**config.mk**
```make
export PLATFORM = sky130hd
export DESIGN_NAME = led_scan_decoder
export DESIGN_NICKNAME = d
export VERILOG_FILES = /design/src/rtl/led_scan_pkg.sv /design/src/rtl/seg7_to_hex.sv /design/src/rtl/led_scan_decoder.sv
export SDC_FILE = /design/constraint.sdc
export NUM_CORES = 1
export LEC_CHECK = 0
export CAP_MARGIN = 20
export CORE_MARGIN = 8
export CORE_UTILIZATION = 60
export CTS_CLUSTER_DIAMETER = 30
export DETAILED_ROUTE_END_ITERATION = 10
export PLACE_DENSITY = 0.91
export SLEW_MARGIN = 40
export SYNTH_ARGS = -nofsm -noshare
export SYNTH_HDL_FRONTEND = slang
export SYNTH_SLANG_ARGS = --single-unit
```
**constraint.sdc**
```tcl
create_clock -name clk -period 5.8 [get_ports clk]
set_input_delay 1.74 -clock clk [delete_from_list [all_inputs] [get_ports clk]]
set_output_delay 1.74 -clock clk [all_outputs]
set_load 0.05 [all_outputs]
```
**src/rtl/led_scan_pkg.sv**
```systemverilog
// Shared constants and types for the 7-segment scan decoder: active-low glyphs
// (bit6=a .. bit0=g), the strobe FSM state type and the digit-index type.
package led_scan_pkg;

  localparam logic [6:0] SEG_0     = 7'b0000001;
  localparam logic [6:0] SEG_1     = 7'b1001111;
  localparam logic [6:0] SEG_2     = 7'b0010010;
  localparam logic [6:0] SEG_3     = 7'b0000110;
  localparam logic [6:0] SEG_4     = 7'b1001100;
  localparam logic [6:0] SEG_5     = 7'b0100100;
  localparam logic [6:0] SEG_6     = 7'b0100000;
  localparam logic [6:0] SEG_7     = 7'b0001111;
  localparam logic [6:0] SEG_8     = 7'b0000000;
  localparam logic [6:0] SEG_9     = 7'b0000100;
  localparam logic [6:0] SEG_A     = 7'b0001000;
  localparam logic [6:0] SEG_B     = 7'b1100000;
  localparam logic [6:0] SEG_C     = 7'b0110001;
  localparam logic [6:0] SEG_D     = 7'b1000010;
  localparam logic [6:0] SEG_E     = 7'b0110000;
  localparam logic [6:0] SEG_F     = 7'b0111000;
  localparam logic [6:0] SEG_BLANK = 7'b1111111;

  typedef enum logic {S_BLANK, S_ON} state_t;

  typedef logic [1:0] digit_idx_t;

endpackage

```
**src/rtl/seg7_to_hex.sv**
```systemverilog
// Combinational inverse of the hex glyph table: active-low segment pattern in,
// nibble plus a hit flag out (hit=0 for blank or any non-hex pattern).
module seg7_to_hex
  import led_scan_pkg::*;
(
  input  logic [6:0] seg_i,
  output logic [3:0] nib_o,
  output logic       hit_o
);

  always_comb begin
    nib_o = 4'h0;
    hit_o = 1'b1;
    case (seg_i)
      SEG_0:   nib_o = 4'h0;
      SEG_1:   nib_o = 4'h1;
      SEG_2:   nib_o = 4'h2;
      SEG_3:   nib_o = 4'h3;
      SEG_4:   nib_o = 4'h4;
      SEG_5:   nib_o = 4'h5;
      SEG_6:   nib_o = 4'h6;
      SEG_7:   nib_o = 4'h7;
      SEG_8:   nib_o = 4'h8;
      SEG_9:   nib_o = 4'h9;
      SEG_A:   nib_o = 4'hA;
      SEG_B:   nib_o = 4'hB;
      SEG_C:   nib_o = 4'hC;
      SEG_D:   nib_o = 4'hD;
      SEG_E:   nib_o = 4'hE;
      SEG_F:   nib_o = 4'hF;
      default: hit_o = 1'b0;
    endcase
  end

endmodule

```
**src/rtl/led_scan_decoder.sv**
```systemverilog
// Recovers the 16-bit message from a multiplexed 7-segment scan and flags
// malformed scans. Define LED_SCAN_TIMEOUT_EN to drop lock after TIMEOUT idle cycles.
module led_scan_decoder
  import led_scan_pkg::*;
#(
  parameter int MIN_ON  = 1,
  parameter int CNT_W   = 4,
  parameter int TIMEOUT = 64
) (
  input  logic        clk,
  input  logic        reset,
  input  logic        an3,
  input  logic        an2,
  input  logic        an1,
  input  logic        an0,
  input  logic [6:0]  led_in,
  output logic [15:0] ch_out,
  output logic        frame_valid,
  output logic        locked,
  output logic        seg_error,
  output logic        order_error
);

  if (MIN_ON > (2 ** CNT_W) - 1) begin : g_min_on_chk
    $error("MIN_ON can never be reached by the saturating strobe counter");
  end
  if (TIMEOUT < 1) begin : g_timeout_chk
    $error("TIMEOUT must be at least 1");
  end

  logic [3:0]       s_an_q;
  logic [6:0]       s_led_q;
  state_t           state_q, state_d;
  digit_idx_t       k_q, k_d, k_in;
  logic [6:0]       led_lat_q, led_lat_d;
  logic [CNT_W-1:0] cnt_q, cnt_d;
  digit_idx_t       exp_q, exp_d, exp_c;
  logic [3:0][3:0]  dig_q, dig_d;
  logic             pend_q, pend_d;
  logic [15:0]      ch_q, ch_d;
  logic             fv_q, fv_d;
  logic             locked_q, locked_d, locked_c;
  logic             serr_q, serr_d;
  logic             oerr_q, oerr_d;
  logic             single, illegal, same, strobe_end, store;
  logic [3:0]       nib;
  logic             hit;
  logic             timeout_hit;

  // Input sample stage: every decision below uses these registered copies.
  always_ff @(posedge clk) begin
    if (reset) begin
      s_an_q  <= 4'hF;
      s_led_q <= SEG_BLANK;
    end else begin
      s_an_q  <= {an3, an2, an1, an0};
      s_led_q <= led_in;
    end
  end

  always_comb begin
    single  = 1'b0;
    illegal = 1'b0;
    k_in    = 2'd0;
    case (s_an_q)
      4'b0111: begin single = 1'b1; k_in = 2'd3; end
      4'b1011: begin single = 1'b1; k_in = 2'd2; end
      4'b1101: begin single = 1'b1; k_in = 2'd1; end
      4'b1110: begin single = 1'b1; k_in = 2'd0; end
      4'b1111: ;
      default: illegal = 1'b1;
    endcase
  end

  seg7_to_hex u_seg7_to_hex (
    .seg_i (led_lat_q),
    .nib_o (nib),
    .hit_o (hit)
  );

  always_comb begin
    state_d    = state_q;
    k_d        = k_q;
    led_lat_d  = led_lat_q;
    cnt_d      = cnt_q;
    exp_c      = exp_q;
    dig_d      = dig_q;
    locked_c   = locked_q;
    ch_d       = ch_q;
    pend_d     = 1'b0;
    fv_d       = 1'b0;
    serr_d     = 1'b0;
    oerr_d     = 1'b0;
    store      = 1'b0;
    same       = single && (k_in == k_q) && (s_led_q == led_lat_q);
    strobe_end = (state_q == S_ON) && !same;

    if (pend_q) begin
      ch_d     = dig_q;
      fv_d     = 1'b1;
      locked_c = 1'b1;
    end

    if ((state_q == S_ON) && same) begin
      cnt_d = (&cnt_q) ? cnt_q : cnt_q + 1'b1;
    end

    // Strobe evaluation; digit 3 always restarts a frame without complaint.
    if (strobe_end && (int'(cnt_q) >= MIN_ON)) begin
      if (!hit) begin
        serr_d   = 1'b1;
        locked_c = 1'b0;
        exp_c    = 2'd3;
      end else if (k_q == 2'd3) begin
        dig_d[3] = nib;
        exp_c    = 2'd2;
        store    = 1'b1;
      end else if (k_q == exp_q) begin
        dig_d[k_q] = nib;
        store      = 1'b1;
        if (k_q == 2'd0) begin
          pend_d = 1'b1;
          exp_c  = 2'd3;
        end else begin
          exp_c  = exp_q - 1'b1;
        end
      end else begin
        oerr_d   = 1'b1;
        locked_c = 1'b0;
        exp_c    = 2'd3;
      end
    end

    if ((state_q == S_BLANK) || strobe_end) begin
      if (single) begin
        state_d   = S_ON;
        k_d       = k_in;
        led_lat_d = s_led_q;
        cnt_d     = CNT_W'(1);
      end else begin
        state_d   = S_BLANK;
      end
    end

    // Several anodes low at once; a same-cycle seg_error keeps priority.
    if (illegal) begin
      locked_c = 1'b0;
      exp_c    = 2'd3;
      pend_d   = 1'b0;
      oerr_d   = !serr_d;
    end
  end

`ifdef LED_SCAN_TIMEOUT_EN
  localparam int IDLE_W = $clog2(TIMEOUT + 1);

  logic [IDLE_W-1:0] idle_q, idle_d;

  always_comb begin
    timeout_hit = !store && (idle_q == IDLE_W'(TIMEOUT - 1));
    if (store) begin
      idle_d = '0;
    end else if (idle_q == IDLE_W'(TIMEOUT)) begin
      idle_d = idle_q;
    end else begin
      idle_d = idle_q + 1'b1;
    end
  end

  always_ff @(posedge clk) begin
    if (reset) begin
      idle_q <= '0;
    end else begin
      idle_q <= idle_d;
    end
  end
`else
  assign timeout_hit = 1'b0;
`endif

  assign locked_d = timeout_hit ? 1'b0 : locked_c;
  assign exp_d    = timeout_hit ? 2'd3 : exp_c;

  // Control and output registers.
  always_ff @(posedge clk) begin
    if (reset) begin
      state_q  <= S_BLANK;
      exp_q    <= 2'd3;
      pend_q   <= 1'b0;
      ch_q     <= 16'h0000;
      fv_q     <= 1'b0;
      locked_q <= 1'b0;
      serr_q   <= 1'b0;
      oerr_q   <= 1'b0;
    end else begin
      state_q  <= state_d;
      exp_q    <= exp_d;
      pend_q   <= pend_d;
      ch_q     <= ch_d;
      fv_q     <= fv_d;
      locked_q <= locked_d;
      serr_q   <= serr_d;
      oerr_q   <= oerr_d;
    end
  end

  // Strobe latches and digit store; only meaningful once the FSM has set them.
  always_ff @(posedge clk) begin
    k_q       <= k_d;
    led_lat_q <= led_lat_d;
    cnt_q     <= cnt_d;
    dig_q     <= dig_d;
  end

  assign ch_out      = ch_q;
  assign frame_valid = fv_q;
  assign locked      = locked_q;
  assign seg_error   = serr_q;
  assign order_error = oerr_q;

endmodule

```
==> impl_metrics.yaml, run 1 <==
routing:
  totalWireLength_mm: 5.15
  antenna_left: 0
  route.detailed.drc: 0
  drt-pass1-iter-count: 5
  vias: 2103
  drt-initial-drc-count: 78
  vias_per_cell: 5.64
  wire_per_inst_microns: 13.8
clock_network:
  root_buffer: "clkbuf_8"
  postCtsSetupRepairBufs: 0
  cts_buffers: 9
  cts_tree: "built"
  clk_path_buf_depth: 2
  cts.clk_slew.worst_paths_ns: 0.06
  clock_latency_ns: 0.33
  htree_levels: 3
  ctsResizeCount: 0
  postCtsHoldBufs: 0
  cts_sinks: 64
worst_setup_path:
  cp-start-kind: "flip-flop"
  critPathTopFamily: "buffers and inverters"
  worstPathArrival_ns: 1.48
  path_class: "reg -> out"
  endpoint_kind: "output pin"
  cp_slowest_cell: "clkdlybuf4s50_1"
  crit_chain: "clkdlybuf4s50_1"
  critPathMaxFanout: 2
  cpPeakStageDelay_ns: 0.81
  cp.required_ns: 4.06
  reg2reg_slack_ns: 3.26
  regToRegEndpoint: "dig_q[12]"
  r2r-start: "led_lat_q[3]"
  path_buf_inv: 1
  worst_r2r_path_depth: 5
logic_synthesis:
  async_flop_share_pct: 0
  syn-num-nets: 291
  synth_area_sq_um: 3010
  synth_edf_count: 25
  synth-seq-area-share_pct: 50.8
  syn_avg_cell_area_sq_um: 11.0
  synth_seq_cells: 64
  synth_top_area_share_pct: 25.9
  ys_warn_count: 0
  synthTopCellsByArea: "dfxtp_1 26%, edfxtp_1 25%, mux2i_1 6.0%, nor2_1 3.6%, xor2_1 2.9%"
  synth_area_leader_cell: "dfxtp_1"
  synth-main-ff-cell: "dfxtp_1"
  ys_types: 63
  syn-instance-count: 275
pwr:
  leakage_uw: 0.00127
  seqPwrFrac_pct: 52.8
  power_switching_uw: 255
  power.share.clock_pct: 34.9
  p_int_uw: 742
  swShare_pct: 25.6
  pwr-share-comb_pct: 12.3
  ir_worst_vdd_mv: 0.206
  p_per_area_nw_per_um2: 286
global_routing:
  overflow: 0
  grt_pass1_vias: 1995
  grt_max_degree: 32
  gr-usage-all-layers_pct: 14.4
  grt_antenna_before_repair: 0
  grt_pass1_wl_mm: 8.56
hold_path:
  whs_endpoint: "led_lat_q[5]"
  hold_depth: 0
  hp-class: "reg -> reg"
  hold_start: "s_led_q[5]"
sta:
  finalSetupViolCount: 0
  rsz0062_at_grt: "no"
  tightest_slew_ns: 0.607
  fin_crit_ns: 3.22
  max_freq_ghz: 0.311
  max_slew_margin_pct: 59.4
  min_period_over_period_pct: 55.5
  hold_viol_final: 0
  setup_slack_ns: 2.58
  skew_ns: 0.00450
  finalSetupTns_ns: 0
  slew_viol_final: 0
placement:
  place_ws_ns: 2.92
  dpl.hpwl_mm: 3.77
  port_buffers: 32
  gp_congestion: 0.817
  placed_cells: 357
layout:
  nets: 317
  area_growth_pct: 15.9
  antenna_cells: 0
  layoutNonFillerInstCount: 373
  nFillCells: 364
  drive_gt1_share_pct: 12.7
floorplan:
  placementRows: 25
  die_h_microns: 86.9
  core_area_sq_um: 4790
  die_w_microns: 86.9
  ios: 33
  start_util_pct: 63.0
  die-area_sq_um: 7550
run_status:
  status: "finished, final reports clean"
run:
  maxCapViolCount: 0
synth_stat cells (all sizes together), types with 2 or more instances:
cell	number
a31oi	5
maj3	2
and3	6
dfxtp	39
buf	12
nor2	29
and4	3
clkbuf	5
nand3b	3
nor3b	4
a21o	2
o21ai	5
nand4bb	2
nor2b	7
a211oi	5
nor3	9
or2	11
edfxtp	25
and2	2
xor2	10
a21oi	7
ha	3
nand4	4
o32ai	2
nand2b	3
inv	9
and3b	3
mux2i	18
nand2	8
nand3	3
nor4	6
cells in the final DEF (no fill, tap or decap), drive strengths merged, types with 3 or more instances in the layout:
master	instances
clkinv	3
nand2b	3
a31oi	5
a21oi	7
inv	9
edfxtp	25
xor2	10
nor2b	7
nor2	29
a211oi	5
ha	3
nand3b	3
dfxtp	39
nor3b	4
mux2i	18
or2	11
nand4	4
clkdlybuf4s50	31
nor4	6
nand3	3
o21ai	5
nand2	8
and4	3
and3b	3
and3	6
nor3	9
clkbuf	12
kinds of logic after synthesis:
family	Yosys count	share of synthesized area, %
and+or+nand+nor	107	21.3
muxes	18	5.98
buffers and inverters	26	4.44
DFF	64	50.8
adders and majority gates	5	1.91
xor gates and xnor gates	11	3.20
AOI/OAI and AO/OA	44	12.4
sequential cells by signal, summed over array words and instances, names as in the netlist:
| signal | flops |
|---|---|
| pend_q | 1 |
| led_lat_q | 7 |
| frame_valid | 1 |
| s_an_q | 4 |
| seg_error | 1 |
| exp_q | 2 |
| state_q | 1 |
| dig_q | 16 |
| locked | 1 |
| order_error | 1 |
| k_q | 2 |
| cnt_q | 4 |
| s_led_q | 7 |
| ch_out | 16 |
power by group through the flow:
stage | sequential (uW) | combinational, uW | clock [uW]
2_1_floorplan | 512 | 125 | 0
3_3_place_gp | 535 | 119 | 0
3_5_place_dp | 537 | 122 | 0
4_1_cts | 527 | 123 | 358
5_1_grt | 532 | 134 | 377
6_report | 527 | 122 | 348
worst reg2reg max path, delay by kind of cell (launching register included):
| family | cells | cell delay (ns) |
|---|---|---|
| AOI/OAI and AO/OA | 2 | 0.41 |
| adders and majority gates | 1 | 0.42 |
| DFF | 1 | 0.63 |
| and+or+nand+nor | 2 | 0.73 |
worst max-delay path by stage:
| stage | end | slack, ns | from | cells past startpoint |
|---|---|---|---|---|
| after detailed placement | ch_out[15] | 2.92 | ch_out[15] | 1 |
| after global placement | exp_q[0] | 2.26 | reset | 5 |
| after global routing | ch_out[7] | 2.53 | ch_out[7] | 1 |
| final | ch_out[15] | 2.58 | ch_out[15] | 1 |
| after floorplan | locked | 3.46 | locked | 0 |
| after CTS | ch_out[15] | 2.55 | ch_out[15] | 1 |
metrics by stage:
| stage | util [%] | hold slack [ns] | power, uW | cell area (sq um) |
|---|---|---|---|---|
| global route | 73.0 | 0.468 | 1040 | 3490 |
| global placement | 69.3 | 0.434 | 653 | 3320 |
| detailed placement | 69.3 | 0.439 | 659 | 3310 |
| CTS | 73.0 | 0.455 | 1010 | 3490 |
| floorplan | - | 0.428 | 637 | 3010 |
| finish | 73.0 | 0.451 | 998 | 3490 |
final cells by class:
cell class | instances | area [sq um] | area share, %
sequential | 64 | 1530 | 43.9
multi-input combinational | 185 | 1350 | 38.6
timing repair buffer | 32 | 315 | 9.02
clock buffer | 12 | 135 | 3.87
tap | 67 | 83.8 | 2.40
clock inverter | 4 | 45.0 | 1.29
inverter | 9 | 33.8 | 0.967
metal layers:
metal | track usage (%) | routed length [microns] | vias up
met5 | 0 | 0 | -
met4 | 10.2 | 110 | 0
met3 | 3.77 | 275 | 10
met2 | 23.9 | 2530 | 55
met1 | 15.8 | 2230 | 991
li1 | - | - | 1047
No activity file was read; power rests on OpenSTA's default activity.
==> inputs of run 2 (changes only) <==
--- a/config.mk
+++ b/config.mk
@@ -7,10 +7,10 @@
 export LEC_CHECK = 0
 export CAP_MARGIN = 20
 export CORE_MARGIN = 8
-export CORE_UTILIZATION = 60
+export CORE_UTILIZATION = 50
 export CTS_CLUSTER_DIAMETER = 30
 export DETAILED_ROUTE_END_ITERATION = 10
-export PLACE_DENSITY = 0.91
+export PLACE_DENSITY = 0.82
 export SLEW_MARGIN = 40
 export SYNTH_ARGS = -nofsm -noshare
 export SYNTH_HDL_FRONTEND = slang
==> constraint.sdc (replaced) <==
create_clock -name clk -period 2.75 [get_ports clk]
set_input_delay 0.825 -clock clk [delete_from_list [all_inputs] [get_ports clk]]
set_output_delay 0.825 -clock clk [all_outputs]
set_load 0.05 [all_outputs]
==> impl_metrics.yaml, run 2 (synthesis gave the netlist of run 1 again) <==
clock_network:
  cts_tree: "built"
  cts_sinks: 64
  root_buffer: "clkbuf_8"
  postCtsHoldBufs: 0
  cts_buffers: 9
  ctsResizeCount: 0
  clk_path_buf_depth: 2
  postCtsSetupRepairBufs: 0
  cts.clk_slew.worst_paths_ns: 0.07
  clock_latency_ns: 0.35
  htree_levels: 3
layout:
  antenna_cells: 0
  final_cell_area_sq_um: 3570
  finish.utilization_pct: 60.6
  drive_gt1_share_pct: 14.2
  final_common_cell: "dfxtp_1"
  final_cell_mix: "38 x dfxtp_1, 32 x clkdlybuf4s50_1, 29 x nor2_1, 25 x edfxtp_1, 18 x mux2i_1"
  nets: 321
  area_growth_pct: 18.3
sta:
  min_period_over_period_pct: 89.0
  skew_ns: 0.00662
  fin_crit_ns: 2.45
  setup_slack_ns: 0.302
  max_slew_margin_pct: 58.1
  rsz0062_at_grt: "no"
  tightest_slew_ns: 0.627
  finalSetupTns_ns: 0
  slew_viol_final: 0
  max_freq_ghz: 0.409
  finalSetupViolCount: 0
  hold_viol_final: 0
worst_setup_path:
  critPathMaxFanout: 11
  endpoint_kind: "flip-flop"
  cp.required_ns: 2.73
  path_class: "reg -> reg"
  worstPathArrival_ns: 2.43
  cp-start-kind: "flip-flop"
routing:
  drt-pass1-iter-count: 5
  totalWireLength_mm: 5.56
  vias_per_cell: 5.52
  drt-initial-drc-count: 185
  wire_per_inst_microns: 14.4
  route.detailed.drc: 0
  vias: 2127
  antenna_left: 0
placement:
  gp_congestion: 0.861
  port_buffers: 32
  place_area_sq_um: 3360
  dpl.hpwl_mm: 3.96
  place_ws_ns: 0.301
hold_path:
  hp-class: "reg -> reg"
floorplan:
  ios: 33
  core_area_sq_um: 5890
  start_util_pct: 51.2
  placementRows: 28
  die_h_microns: 93.6
  die-area_sq_um: 8770
  die_w_microns: 93.6
global_routing:
  overflow: 0
  gr-usage-all-layers_pct: 13.4
  grt_pass1_vias: 1960
  grt_pass1_wl_mm: 9.13
  grt_max_degree: 31
  grt_antenna_before_repair: 0
pwr:
  p_per_area_nw_per_um2: 620
  ir_worst_vdd_mv: 0.451
  leakage_uw: 0.00130
  total_power_uw: 2210
run_status:
  status: "finished, final reports clean"
run:
  maxCapViolCount: 0
-- run 2: where the power goes --
group	total, uW	switching (uW)	leakage, uW	internal (uW)
Sequential	1100	70.7	0.000557	1030
Clock	823	353	0.000103	470
Combinational	286	156	0.000640	130
-- run 2: worst paths after layout --
check,start,to,slack (ns),cells past startpoint
setup reg to reg,led_lat_q[3],dig_q[3],0.30,6
setup / recovery,led_lat_q[3],dig_q[3],0.30,6
hold reg to reg,s_led_q[0],led_lat_q[0],0.45,0
hold / removal,s_led_q[0],led_lat_q[0],0.45,0
-- run 2: area by class of cell --
type / instances / area, sq um
Timing Repair Buffer: 36 / 350
Sequential cell: 64 / 1530
Multi-Input combinational cell: 185 / 1350
Clock inverter: 4 / 51.3
Tap cell: 75 / 93.8
Inverter: 9 / 33.8
Clock buffer: 12 / 155
Fill cell: 486 / 2320
-- run 2: metrics by stage --
stage | hold WS, ns | std cells
after floorplan | 0.428 | 275
after global routing | 0.464 | 385
after global placement | 0.433 | 369
after detailed placement | 0.436 | 369
after CTS | 0.452 | 385
final | 0.452 | 385
-- run 2: worst max-delay path: stages, from the launching register on --
cell and delay [ns]:
edfxtp_1 0.56, buf_4 0.24, nor2_1 0.21, and4_1 0.32
a2111oi_4 0.09, and2_4 0.18, nor3_1 0.48
-- run 2: layer usage --
layer | global-route usage [%] | routed length (microns) | vias to the layer above
met3 | 4.17 | 378 | 13
met5 | 0 | 0 | -
met2 | 21.5 | 2700 | 56
met1 | 15.1 | 2390 | 996
met4 | 8.32 | 93 | 0
li1 | - | - | 1062
==> inputs of run 3 (changes only) <==
--- a/config.mk
+++ b/config.mk
@@ -11,7 +11,6 @@
 export CTS_CLUSTER_DIAMETER = 30
 export DETAILED_ROUTE_END_ITERATION = 10
 export PLACE_DENSITY = 0.82
-export SLEW_MARGIN = 40
 export SYNTH_ARGS = -nofsm -noshare
 export SYNTH_HDL_FRONTEND = slang
 export SYNTH_SLANG_ARGS = --single-unit
==> impl_metrics.yaml, run 3 (synthesis gave the netlist of run 1 again) <==
sta:
  max_freq_ghz: 0.409
  fin_crit_ns: 2.45
  tightest_slew_ns: 0.940
  slew_viol_final: 0
  min_period_over_period_pct: 89.0
  max_slew_margin_pct: 37.2
  hold_viol_final: 0
  finalSetupViolCount: 0
  skew_ns: 0.00683
  hold_ws_ns: 0.452
  rsz0062_at_grt: "no"
  finalSetupTns_ns: 0
layout:
  final_cell_mix: "39 x dfxtp_1, 32 x clkdlybuf4s50_1, 29 x nor2_1, 25 x edfxtp_1, 18 x mux2i_1"
  nFillCells: 487
  nets: 321
  final_common_cell: "dfxtp_1"
  area_growth_pct: 18.3
  multi_input_area_sq_um: 1350
  register_area_sq_um: 1530
  antenna_cells: 0
  final_cell_area_sq_um: 3560
  finish.utilization_pct: 60.6
  drive_gt1_share_pct: 13.9
clock_network:
  clk_path_buf_depth: 2
  cts_tree: "built"
  cts.clk_slew.worst_paths_ns: 0.07
  ctsResizeCount: 0
  clock_latency_ns: 0.35
  cts_sinks: 64
  root_buffer: "clkbuf_8"
  cts_buffers: 9
  postCtsSetupRepairBufs: 0
  postCtsHoldBufs: 0
  htree_levels: 3
pwr:
  ir_worst_vdd_mv: 0.451
  total_power_uw: 2210
  leakage_uw: 0.00130
  p_per_area_nw_per_um2: 620
placement:
  gp_congestion: 0.861
  dpl.hpwl_mm: 3.96
  port_buffers: 32
  place_area_sq_um: 3360
floorplan:
  die_w_microns: 93.6
  placementRows: 28
  ios: 33
  start_util_pct: 51.2
  core_area_sq_um: 5890
  die_h_microns: 93.6
  die-area_sq_um: 8770
worst_setup_path:
  cp.required_ns: 2.73
  r2r-start: "led_lat_q[3]"
  endpoint_kind: "flip-flop"
  critPathMaxFanout: 11
  path_class: "reg -> reg"
  cp-startpoint: "led_lat_q[3]"
  worstPathArrival_ns: 2.43
  cp-start-kind: "flip-flop"
global_routing:
  grt_pass1_wl_mm: 9.13
  overflow: 0
  grt_antenna_before_repair: 0
  grt_pass1_vias: 1960
  grt_max_degree: 31
  gr-usage-all-layers_pct: 13.4
run:
  maxCapViolCount: 0
routing:
  drt-pass1-iter-count: 4
  vias: 2130
  totalWireLength_mm: 5.55
  vias_per_cell: 5.53
  wire_per_inst_microns: 14.4
  drt-initial-drc-count: 184
  antenna_left: 0
  route.detailed.drc: 0
run_status:
  status: "finished, final reports clean"
hold_path:
  hp-class: "reg -> reg"
  hold_start: "s_led_q[0]"
-- run 3: through the flow --
| step | std cells | worst slack (ns) |
|---|---|---|
| after global placement | 369 | 0.403 |
| after global routing | 385 | 0.140 |
| after CTS | 385 | 0.293 |
| after detailed placement | 369 | 0.301 |
| final | 385 | 0.303 |
| after floorplan | 275 | 0.509 |
-- run 3: worst paths after layout --
path	end	slack, ns	cells past startpoint
max	dig_q[3]	0.30	6
min	led_lat_q[0]	0.45	0
max reg2reg	dig_q[3]	0.30	6
min reg2reg	led_lat_q[0]	0.45	0
-- run 3: power by group --
part	total, uW	switching [uW]	internal, uW
registers	1100	70.6	1030
clock network	822	353	469
logic	286	155	130
total	2210	579	1630
-- run 3: critical path: stages, from the launching register on --
cell	delay (ns)
edfxtp_1	0.56
buf_4	0.24
nor2_1	0.21
and4_1	0.32
a2111oi_4	0.09
and2_4	0.18
nor3_1	0.48
-- run 3: layout make-up --
class / count / share of cell area [%]
sequential: 64 / 43.0
clock buffer: 12 / 4.35
tap: 75 / 2.63
inverter: 9 / 0.948
timing repair buffer: 36 / 9.83
clock inverter: 4 / 1.44
multi-input combinational: 185 / 37.8
-- run 3: layer usage --
metal	up-vias	wire length, microns	GRT usage [%]
met3	13	381	4.17
met2	56	2690	21.5
li1	1061	-	-
met1	1000	2380	15.1
met5	-	0	0
met4	0	97	8.32
